[src/rtl/main_fsm.sv]
// Multicycle control FSM for an RV32I subset: sequences datapath selects, write enables
// and the memory handshake, counts retired instructions and flags illegal opcodes.
module main_fsm #(
  parameter int CNT_W        = 32,
  parameter bit ILLEGAL_TRAP = 1'b1
) (
  input  logic             clk,
  input  logic             rst_n,
  input  logic [6:0]       opcode,
  input  logic             mem_ready,
  output logic             mem_req,
  output logic             mem_write,
  output logic             adr_src,
  output logic             ir_write,
  output logic             pc_update,
  output logic             branch,
  output logic             reg_write,
  output logic [1:0]       alu_src_a,
  output logic [1:0]       alu_src_b,
  output logic [1:0]       result_src,
  output logic [1:0]       alu_op,
  output logic             trap,
  output logic [CNT_W-1:0] instr_retired
);

  // Memory handshake: a request (mem_req=1) completes in the cycle mem_ready=1; until then the
  // FSM holds its state and keeps mem_req, mem_write and adr_src stable.
  typedef enum logic [3:0] {
    S_FETCH, S_DECODE, S_MEMADR, S_MEMREAD, S_MEMWB, S_MEMWRITE,
    S_EXECR, S_EXECI, S_ALUWB, S_BRANCH, S_JAL, S_ILLEGAL
  } state_t;

  state_t state;
  state_t state_next;
  logic   retire;

  always_comb begin
    state_next = state;
    retire     = 1'b0;
    case (state)
      S_FETCH:    if (mem_ready) state_next = S_DECODE;
      S_DECODE: begin
        case (opcode)
          7'b0000011, 7'b0100011: state_next = S_MEMADR;
          7'b0110011:             state_next = S_EXECR;
          7'b0010011:             state_next = S_EXECI;
          7'b1100011:             state_next = S_BRANCH;
          7'b1101111:             state_next = S_JAL;
          default: begin
            if (ILLEGAL_TRAP) begin
              state_next = S_ILLEGAL;
            end else begin
              state_next = S_FETCH;
              retire     = 1'b1;
            end
          end
        endcase
      end
      S_MEMADR:   state_next = opcode[5] ? S_MEMWRITE : S_MEMREAD;
      S_MEMREAD:  if (mem_ready) state_next = S_MEMWB;
      S_MEMWRITE: begin
        if (mem_ready) begin
          state_next = S_FETCH;
          retire     = 1'b1;
        end
      end
      S_MEMWB, S_ALUWB, S_BRANCH: begin
        state_next = S_FETCH;
        retire     = 1'b1;
      end
      S_EXECR, S_EXECI: state_next = S_ALUWB;
      S_JAL:            state_next = S_ALUWB;
      S_ILLEGAL:        state_next = S_ILLEGAL;
      default:          state_next = S_FETCH;
    endcase
  end

  always_ff @(posedge clk) begin
    if (!rst_n) begin
      state         <= S_FETCH;
      instr_retired <= '0;
      trap          <= 1'b0;
    end else begin
      state <= state_next;
      if (retire) instr_retired <= instr_retired + CNT_W'(1);
      if (state_next == S_ILLEGAL) trap <= 1'b1;
    end
  end

  // Moore decode; only the FETCH IR/PC strobes look at mem_ready. Reset masks everything.
  always_comb begin
    mem_req    = 1'b0;
    mem_write  = 1'b0;
    adr_src    = 1'b0;
    ir_write   = 1'b0;
    pc_update  = 1'b0;
    branch     = 1'b0;
    reg_write  = 1'b0;
    alu_src_a  = 2'b00;
    alu_src_b  = 2'b00;
    result_src = 2'b00;
    alu_op     = 2'b00;
    case (state)
      S_FETCH: begin
        mem_req    = 1'b1;
        alu_src_b  = 2'b10;
        result_src = 2'b10;
        ir_write   = mem_ready;
        pc_update  = mem_ready;
      end
      S_DECODE: begin
        alu_src_a = 2'b01;
        alu_src_b = 2'b01;
      end
      S_MEMADR: begin
        alu_src_a = 2'b10;
        alu_src_b = 2'b01;
      end
      S_MEMREAD: begin
        mem_req = 1'b1;
        adr_src = 1'b1;
      end
      S_MEMWB: begin
        result_src = 2'b01;
        reg_write  = 1'b1;
      end
      S_MEMWRITE: begin
        mem_req   = 1'b1;
        mem_write = 1'b1;
        adr_src   = 1'b1;
      end
      S_EXECR: begin
        alu_src_a = 2'b10;
        alu_op    = 2'b10;
      end
      S_EXECI: begin
        alu_src_a = 2'b10;
        alu_src_b = 2'b01;
        alu_op    = 2'b10;
      end
      S_ALUWB:  reg_write = 1'b1;
      S_BRANCH: begin
        alu_src_a = 2'b10;
        alu_op    = 2'b01;
        branch    = 1'b1;
      end
      S_JAL: begin
        alu_src_a = 2'b01;
        alu_src_b = 2'b10;
        pc_update = 1'b1;
      end
      default: ;
    endcase
    if (!rst_n) begin
      mem_req    = 1'b0;
      mem_write  = 1'b0;
      adr_src    = 1'b0;
      ir_write   = 1'b0;
      pc_update  = 1'b0;
      branch     = 1'b0;
      reg_write  = 1'b0;
      alu_src_a  = 2'b00;
      alu_src_b  = 2'b00;
      result_src = 2'b00;
      alu_op     = 2'b00;
    end
  end

endmodule
[config.mk]
export PLATFORM = sky130hd
export DESIGN_NAME = main_fsm
export DESIGN_NICKNAME = d
export VERILOG_FILES = /design/src/rtl/main_fsm.sv
export SDC_FILE = /design/constraint.sdc
export NUM_CORES = 1
export LEC_CHECK = 0
export ABC_AREA = 1
export BUFFER_PORTS_ARGS = -buffer_cell sky130_fd_sc_hd__clkbuf_2
export CORE_ASPECT_RATIO = 0.8
export CORE_MARGIN = 5
export CORE_UTILIZATION = 40
export CTS_CLUSTER_DIAMETER = 150
export DETAILED_ROUTE_END_ITERATION = 7
export SLEW_MARGIN = 20
export SYNTH_ARGS = -nofsm -noshare
export SYNTH_HDL_FRONTEND = slang
export SYNTH_SLANG_ARGS = --single-unit
export TNS_END_PERCENT = 1
[constraint.sdc]
create_clock -name clk -period 2.05 [get_ports clk]
set_clock_uncertainty 0.2 [all_clocks]
set_input_delay 0.41 -clock clk [delete_from_list [all_inputs] [get_ports clk]]
set_output_delay 0.41 -clock clk [all_outputs]
set_load 0.05 [all_outputs]
==> results.md, run 1 <==
* Status: complete, but fails checks
* Failing checks: negative setup slack
* Die height at 80.36 µm
* Post-route DRC at 0
* Setup crit start kind: register
* Clock power share at 18.5%
* Synth Area in XOR/XNOR at 2.477%
* CP endpoint kind: primary output
* Vias in the first global route at 2468
* Bufs on Longest Clock Path at 2
* Gr ovfl total at 0
* Vias at 2780
* Filler cells at 616
* Number of diodes at 0
* GPL Wtd Cong at 0.8640
* Compound-gate portion of the synthesized area at 10.01%
* Mapped cell area at 2475 µm²
* RSZ-0062 raised after global routing: true
* Detail Placement HPWL at 5275 µm
* Worst Max-Slew Pin Slew at 0.3339 ns
* Achievable frequency at 479.8 MHz
* Skew-Pair Late Insertion Delay at 0.29 ns
* Die width at 97.95 µm
* Slew Limit Fails at 0
* Synth Register Bits at 37
* Initial antenna violation count at 0
* Lkg Pwr at 1.302 nW
* Final hold slack at 0.2356 ns
* Final Worst Setup Slack at -0.03426 ns
* Core Util, Final at 53.72%
* Yosys cell types at 35
* Vias per inst at 4.877
* Worst VDD drop at 0.0004716 V
* EDFF count, synth at 0
* Main combinational cell family by area after synthesis: simple AND/OR/NAND/NOR gates
* Critical path data arrival time at 1.47 ns
* 1st-iter DRT viols at 133
* Post-Synth Adder-Cell Area at 0.5056%
* Max Cap Violations at 0
* Required time worst endpoint at 1.44 ns
* Main area contributors after synthesis: dfxtp_1 (30%), nand2_1 (23%), nor2_1 (11%), inv_1 (6.2%), a21oi_1 (5.9%)
* Cells after Synth at 420
* CP Class: register to primary output
* Setup-failing EPs final at 1
* Synthesis-to-finish area growth at 29.68%
* Minimum clock period at 2.084 ns
* Routed wire per std cell at 12.77 µm
* FFs w/ async S/R, synth at 0%
* H-tree depth at 2
* Critical path peak fanout at 4
* I/O Pins at 58
* Syn Nets at 431
* Buffers on Ports at 57
* GRT Util Overall at 18.61%
* Initial Util at 41.42%
* Core area at 5974 µm²
* First-pass GRT wire length at 11830 µm
* Post-synthesis sequential area ratio at 29.93%
* Worst Hold Class: input port to register
* Internal at 1.539 mW
* Combinational power share at 51.5%
* TritonCTS buffer count at 5
* Final number of hold-violating endpoints at 0
* CTS tree: yes
* Nets at 500
* Final instance area at 3209 µm²
* NetSw at 1.307 mW
* Relative slew slack at 77.66%
* Row count at 25
* Root Buffer: clkbuf_8
* Clock slew at reported path FFs at 0.07 ns
* Post-synthesis simple-gate area fraction at 47.57%
* Cell taking the most area after synthesis: dfxtp_1
* First-pass DRT Iterations at 4
* CTS sink count at 37
* Pre-CTS setup slack at -0.04565 ns
* Tcrit/Tclk final at 101.7%
* Synth Warn # at 0
* Post-route ant nets at 0
* Layout cells sized above 1 at 24.95%
* Placed inst area at 2929 µm²
* WL final at 7280 µm
* Avg Cell Area, Syn at 5.893 µm²
* Pin count of the biggest net entering global routing at 31
* Proportion of synthesized area in mux cells at 0%
* Share of the synthesized area in the top cell type at 29.93%
* Die area at 7870 µm²
* Setup TNS at -0.03426 ns
* Main flop type after synthesis: dfxtp_1
* Pwr dens at 886.7 nW/µm²
* Sequential power share at 30.1%
* Sw Share at 45.93%
## worst paths after layout
check | startpoint | endpoint | slack (ns) | cells past startpoint
setup / recovery | state[2] | alu_src_b[1] | -0.03 | 6
hold / removal | opcode[5] | state[2] | 0.24 | 3
setup reg to reg | instr_retired[0] | instr_retired[18] | 0.20 | 10
hold reg to reg | trap | trap | 0.24 | 2
## state kept, by name, indices dropped and copies added (netlist names)
name and count:
instr_retired 32, state 4, trap 1
## power groups by stage
stage | sequential, mW | combinational, mW | clock (mW)
after CTS | 0.828 | 1.27 | 0.541
after global placement | 0.836 | 1.19 | 0
after detailed placement | 0.838 | 1.18 | 0
after global routing | 0.863 | 1.56 | 0.575
after floorplan | 0.908 | 0.804 | 0
final | 0.855 | 1.46 | 0.526
## per-layer routing
layer  vias to the layer above  track usage (%)  wire (µm)
li1                       1449                -          -
met1                      1246            25.64       3482
met2                        78            29.48       3231
met3                         7            3.906        482
met4                         0            4.979         84
met5                         -                0          0
## synthesized netlist by cell type, types with 2 or more instances
master and instances:
nand2_1 152, nor2_1 70, inv_1 41, dfxtp_1 37
a21oi_1 29, nand3_1 25, o21ai_0 8, nor2_2 6
xor2_1 6, clkbuf_1 4, nand4_1 4, buf_4 3
inv_2 3, nand2_2 3, nor2_4 3, nor3_1 3
o21ai_1 3, buf_6 2, nand2_4 2
## through the flow
| step | instances | total power, mW |
|---|---|---|
| finish | 570 | 2.846 |
| global route | 570 | 3.003 |
| CTS | 565 | 2.639 |
| detailed placement | 557 | 2.021 |
| global placement | 557 | 2.024 |
| floorplan | 420 | 1.712 |
## cells by family after synthesis
group | Yosys count
AO/OA/AOI/OAI | 46
XOR/XNOR | 7
adder cells (fa/ha/maj) | 1
buffers and inverters | 55
flip-flops | 37
AND/OR/NAND/NOR | 274
## timing repair
action	in CTS	in global routing
hold buffers	0	0
pin swaps	2	7
resized for setup	19	36
buffers inserted	1	5
endpoints found under the setup margin	12	13
## layout by cell type (no fill, tap or decap), types with 4 or more instances in the layout
cell / count
inv_1: 38
nand3_1: 23
nand2_4: 6
dfxtp_4: 4
clkbuf_2: 45
clkbuf_8: 7
o21ai_0: 5
dfxtp_1: 33
nor2_1: 66
nand2_1: 148
xor2_1: 6
buf_12: 4
inv_4: 4
o21ai_1: 4
a21oi_1: 28
nor2_4: 7
buf_4: 14
nand4_1: 4
nor2_2: 6
## layout make-up
cell class	count	area, µm²	area share [%]
well taps	81	101.3	3.158
flip-flops and latches	37	755.7	23.55
multi-input cells	328	1593	49.63
clock buffers	7	86.33	2.690
repair buffers	71	489.2	15.24
inverters	46	183.9	5.731
## critical path, stage by stage, from the launching register on
cell and delay [ns]:
dfxtp_4 0.37, inv_4 0.09, nand2_4 0.06, inv_2 0.06, nand4_1 0.20, o21ai_1 0.20, buf_6 0.19
Power figures use the tool's default switching activity.
==> run 2, diff against run 1 <==
--- a/config.mk
+++ b/config.mk
@@ -10,6 +10,7 @@
 export CORE_ASPECT_RATIO = 0.8
 export CORE_MARGIN = 5
 export CORE_UTILIZATION = 40
+export CTS_BUF_LIST = sky130_fd_sc_hd__clkbuf_8
 export CTS_CLUSTER_DIAMETER = 150
 export DETAILED_ROUTE_END_ITERATION = 7
 export SLEW_MARGIN = 20
==> constraint.sdc (replaced) <==
create_clock -name clk -period 2.05 [get_ports clk]
set_clock_uncertainty 0.2 [all_clocks]
set_input_delay 0 -clock clk [delete_from_list [all_inputs] [get_ports clk]]
set_output_delay 0 -clock clk [all_outputs]
set_load 0.05 [all_outputs]
==> run 2 against run 1 <==
  * Die area did not move
  * Critical path type is now register to register
  * Hold slack got worse by 0.18 ns
  * Sequential share of layout area rose by 0.71 points
  * Global-route usage fell by 0.22 points
  * Combinational power fell by 25%
  * The run now ends clean
  * Maximum frequency rose by 8.9%
  * Cell count rose by 0.18%
  * Critical path depth did not move
  * Sequential cell count did not move
  * Wire length fell by 3.6%
  * Worst setup slack improved by 0.17 ns
  * Non-clock buffer count did not move
==> results.md, run 2 (synthesis gave the netlist of run 1 again) <==
* Status: finished, final reports clean
* Post-route DRC at 0 (unchanged)
* Worst Hold Class: input port to register
* Worst Max-Slew Pin Slew at 0.4873 ns (+0.1534 ns)
* Pwr dens at 853.0 nW/µm² (-3.8%)
* H-tree depth at 2 (unchanged)
* Commonest non-fill, non-tap cells in the layout: nand2_1 (151), nor2_1 (69), clkbuf_2 (57), inv_1 (41), dfxtp_1 (35)
* Setup crit start kind: register
* Max Cap Violations at 0 (unchanged)
* R2R Setup Slk at 0.14 ns (-0.06 ns)
* Lkg Pwr at 1.261 nW (-3.1%)
* Hold Path Sink: instr_retired[0]
* Vias in the first global route at 2463 (-0.20%)
* WL final at 7018 µm (-3.6%)
* Bufs on Longest Clock Path at 2 (unchanged)
* Placed instance count at 554 (-0.54%)
* Setup TNS at 0 ns (+0.03426 ns)
* Number of flip-flops in the largest register at 32 (unchanged)
* CTS sink count at 37 (unchanged)
* Nets at 500 (unchanged)
* Row count at 25 (unchanged)
* Core Util, Final at 51.29% (-2.4 points)
* FF-to-FF Start: state[2]
* Leading cell type in the layout, fill and taps excluded: nand2_1
* Die area at 7870 µm² (unchanged)
* Die width at 97.95 µm (unchanged)
* CTS tree: yes
* Vias per inst at 4.876 (about the same)
* Initial antenna violation count at 0 (unchanged)
* CP Class: register to register
* Post-route ant nets at 0 (unchanged)
* Critical path peak fanout at 7 (+3)
* First-pass DRT Iterations at 4 (unchanged)
* Top flop regs: instr_retired (32), state (4), trap (1)
* I/O Pins at 58 (unchanged)
* Clock slew at reported path FFs at 0.08 ns (about the same)
* Skew-Pair Late Insertion Delay at 0.29 ns (about the same)
* Critical path data arrival time at 1.96 ns (+0.49 ns)
* Worst VDD drop at 0.0004011 V (-15%)
* Final number of hold-violating endpoints at 0 (unchanged)
* Finished Layout Cells at 571 (+0.18%)
* Achievable frequency at 522.7 MHz (+8.9%)
* Buffers on Ports at 57 (unchanged)
* Required time worst endpoint at 2.09 ns (+0.65 ns)
* Initial Util at 41.42% (unchanged)
* Hold path cells at 4 (+1)
* Min-delay src: mem_ready
* Synthesis-to-finish area growth at 23.81%
* Final hold slack at 0.05821 ns (-0.1774 ns)
* GPL Wtd Cong at 0.8784 (+1.7%)
* R2R depth at 6 (-4)
* Number of diodes at 0 (unchanged)
* Gr ovfl total at 0 (unchanged)
* 1st-iter DRT viols at 126 (-5.3%)
* GRT Util Overall at 18.39% (-0.22 points)
* TritonCTS buffer count at 5 (unchanged)
* RSZ-0062 raised after global routing: false
* Slew Limit Fails at 0 (unchanged)
* Detail Placement HPWL at 5330 µm (+1.0%)
* Pwr Total at 2.614 mW (-8.1%)
* First-pass GRT wire length at 11860 µm (+0.30%)
* Tcrit/Tclk final at 93.32% (-8.3 points)
* Layout cells sized above 1 at 20.00% (-4.9 points)
* Worst R2R End: state[1]
* Core area at 5974 µm² (unchanged)
* Root Buffer: clkbuf_8
* Routed wire per std cell at 12.29 µm (-3.8%)
* Relative slew slack at 67.31% (-10 points)
* Filler cells at 630 (+2.3%)
* Die height at 80.36 µm (unchanged)
* Top reg by flops: instr_retired
* Pin count of the biggest net entering global routing at 35 (+13%)
* Minimum clock period at 1.913 ns (-0.1711 ns)
* Vias at 2784 (+0.14%)
* CP endpoint kind: register
* Setup-failing EPs final at 0 (-1)
==> run 2: per-layer routing <==
metal | vias to the layer above | track usage (%) | part of all wire (%)
met2 | 61 | 28.40 | 43
li1 | 1457 | - | -
met4 | 0 | 4.288 | 0.50
met1 | 1262 | 26.23 | 51
met3 | 4 | 3.733 | 5.1
met5 | - | 0 | 0
==> run 2: through the flow <==
| step | setup WS, ns | area (µm²) |
|---|---|---|
| after floorplan | -0.002877 | 2477 |
| after global placement | 0.2664 | 2841 |
| after detailed placement | 0.2410 | 2841 |
| after CTS | 0.05099 | 3042 |
| after global routing | 0.02033 | 3064 |
| final | 0.1369 | 3064 |
==> run 2: power by group <==
group	total [mW]	internal (mW)	switching, mW
registers	0.840	0.771	0.0694
logic	1.10	0.262	0.842
clock network	0.669	0.396	0.274
==> run 2: cell type report <==
class                      count  area [µm²]  area share, %
timing repair buffer          71       410.4          13.39
multi-input combinational    328        1514          49.41
sequential                    37       743.2          24.25
tap                           81       101.3          3.307
clock buffer                   6       82.58          2.695
clock inverter                 2       37.54          1.225
inverter                      46       175.2          5.717
==> run 2: worst max path at each step <==
| stage | start | end | slack [ns] | depth (start not counted) |
|---|---|---|---|---|
| finish | state[2] | state[1] | 0.14 | 6 |
| global route | state[1] | state[1] | 0.02 | 7 |
| CTS | state[1] | state[1] | 0.05 | 6 |
| detailed placement | instr_retired[0] | instr_retired[18] | 0.24 | 10 |
| global placement | instr_retired[0] | instr_retired[18] | 0.27 | 10 |
| floorplan | state[2] | alu_src_a[0] | -0.003 | 5 |
==> run 2: timing repair <==
item | CTS | global route
setup endpoints to repair | 0 | 4
hold buffers | 8 | 0
gates resized for setup | 0 | 4
endpoints found under the hold margin | 15 | 0
buffers inserted | 0 | 1
==> run 2: critical path, cell delays in order (launching register included) <==
cell           delay, ns
dfxtp_1             0.35
inv_2               0.08
nand2_2             0.13
nor2_4              0.23
o21ai_1             0.11
a21oi_1             0.19
dlygate4sd3_1       0.57
==> run 3, diff against run 2 <==
--- a/config.mk
+++ b/config.mk
@@ -13,6 +13,7 @@
 export CTS_BUF_LIST = sky130_fd_sc_hd__clkbuf_8
 export CTS_CLUSTER_DIAMETER = 150
 export DETAILED_ROUTE_END_ITERATION = 7
+export RECOVER_POWER = 25
 export SLEW_MARGIN = 20
 export SYNTH_ARGS = -nofsm -noshare
 export SYNTH_HDL_FRONTEND = slang
==> run 3 against run 2 <==
  * Wire length grew 0.48%
  * Die area is the same
  * Maximum frequency shrank 0.18%
  * Non-clock buffer count is the same
  * Combinational power is essentially flat
  * Sequential share of layout area grew 0.21 points
  * Global-route usage is the same
  * Largest power group unchanged
  * Highest routed layer unchanged
==> results.md, run 3 (synthesis gave the netlist of run 1 again) <==
* Slew Limit Fails at 0 (unchanged)
* Required time worst endpoint at 2.09 ns (about the same)
* R2R depth at 6 (unchanged)
* GPL Wtd Cong at 0.8784 (unchanged)
* Routed wire per std cell at 12.35 µm (+0.48%)
* Final number of hold-violating endpoints at 0 (unchanged)
* Vias per inst at 4.849 (-0.54%)
* Number of flip-flops in the largest register at 32 (unchanged)
* Post-route DRC at 0 (unchanged)
* Critical path peak fanout at 7 (unchanged)
* Critical path data arrival time at 1.96 ns (about the same)
* Vias in the first global route at 2463 (unchanged)
* Synthesis-to-finish area growth at 22.75%
* CP endpoint kind: register
* Nets at 500 (unchanged)
* Buffers on Ports at 57 (unchanged)
* Skew-Pair Late Insertion Delay at 0.29 ns (about the same)
* Status: finished, final reports clean
* Worst Hold Class: input port to register
* Achievable frequency at 521.8 MHz (-0.18%)
* CTS sink count at 37 (unchanged)
* TritonCTS buffer count at 5 (unchanged)
* GRT Util Overall at 18.39% (unchanged)
* First-pass GRT wire length at 11860 µm (unchanged)
* Die area at 7870 µm² (unchanged)
* Initial Util at 41.42% (unchanged)
* Finished Layout Cells at 571 (unchanged)
* Top flop regs: instr_retired (32), state (4), trap (1)
* Relative slew slack at 58.80% (-8.5 points)
* Post-route ant nets at 0 (unchanged)
* Detail Placement HPWL at 5330 µm (unchanged)
* Pin count of the biggest net entering global routing at 35 (unchanged)
* Minimum clock period at 1.916 ns (+0.003363 ns)
* Layout cells sized above 1 at 15.71% (-4.3 points)
* RSZ-0062 raised after global routing: false
* WL final at 7052 µm (+0.48%)
* First-pass DRT Iterations at 4 (unchanged)
* Die height at 80.36 µm (unchanged)
* Hold path cells at 4 (unchanged)
* Tcrit/Tclk final at 93.49% (+0.16 points)
* Setup crit start kind: register
* Root Buffer: clkbuf_8
* Worst VDD drop at 0.0004027 V (+0.40%)
* Min-delay src: mem_ready
* CTS tree: yes
* FF-to-FF Start: state[2]
* Worst Max-Slew Pin Slew at 0.6206 ns (+0.1334 ns)
* Max Cap Violations at 0 (unchanged)
* Commonest non-fill, non-tap cells in the layout: nand2_1 (151), nor2_1 (69), inv_1 (41), clkbuf_2 (36), dfxtp_1 (35)
* Vias at 2769 (-0.54%)
* H-tree depth at 2 (unchanged)
* Setup TNS at 0 ns (unchanged)
* Die width at 97.95 µm (unchanged)
* Number of diodes at 0 (unchanged)
* Lkg Pwr at 1.188 nW (-5.8%)
* Pre-CTS setup slack at 0.2410 ns (unchanged)
* Top reg by flops: instr_retired
* Crit. Startpoint: state[2]
* Row count at 25 (unchanged)
* Gr ovfl total at 0 (unchanged)
* Clock slew at reported path FFs at 0.08 ns (about the same)
* Setup-failing EPs final at 0 (unchanged)
* Initial antenna violation count at 0 (unchanged)
* CP Class: register to register
* Bufs on Longest Clock Path at 2 (unchanged)
* Leading cell type in the layout, fill and taps excluded: nand2_1
* Core area at 5974 µm² (unchanged)
* Placed instance count at 554 (unchanged)
* I/O Pins at 58 (unchanged)
* Final Worst Setup Slack at 0.1335 ns (-0.003363 ns)
* 1st-iter DRT viols at 122 (-3.2%)
* Pwr dens at 859.9 nW/µm² (+0.80%)
[run 3: cell counts in the layout (fill, tap and decap cells not counted)]
Identical to the previous run, type by type.
[run 3: worst max-delay path, stage by stage, from the launching register on]
cell,delay (ns)
dfxtp_1,0.35
inv_2,0.08
nand2_2,0.13
nor2_4,0.23
o21ai_1,0.11
a21oi_1,0.19
dlygate4sd3_1,0.57
[run 3: cell type report]
type,instances,area [µm²]
fill,644,2937
multi-input combinational,328,1514
sequential,37,743.2
clock buffer,6,82.58
inverter,46,175.2
tap,81,101.3
clock inverter,2,37.54
timing repair buffer,71,384.1
[run 3: timing repair]
item	4_1_cts	5_1_grt
setup endpoints to repair	0	4
resized for setup	0	4
buffers inserted	0	1
endpoints found under the hold margin	15	0
hold buffers	8	0
[run 3: per-layer routing]
metal	wire, µm	up-vias	track usage, %
li1	-	1455	-
met1	3631	1257	26.23
met2	3051	53	28.40
met3	333	4	3.733
met4	35	0	4.288
met5	0	-	0
[run 3: where the power goes]
group | switching [mW] | internal, mW
Sequential | 0.0691 | 0.771
Combinational | 0.843 | 0.257
Clock | 0.276 | 0.396
Total | 1.19 | 1.42
[run 3: worst paths after layout]
path | endpoint | slack, ns
worst max-delay path | state[1] | 0.13
worst min-delay path | instr_retired[0] | 0.06
worst max register to register | state[1] | 0.13
worst min register to register | trap | 0.25
[run 3: metrics by stage]
stage	instance area, µm²	hold WS [ns]	power, mW	util, %
floorplan	2477	-0.05824	1.710	-
global placement	2841	0.1475	1.880	47.56
detailed placement	2841	0.1432	1.887	47.56
CTS	3042	0.04655	2.583	50.91
global route	3038	0.07711	2.766	50.85
finish	3038	0.05595	2.612	50.85
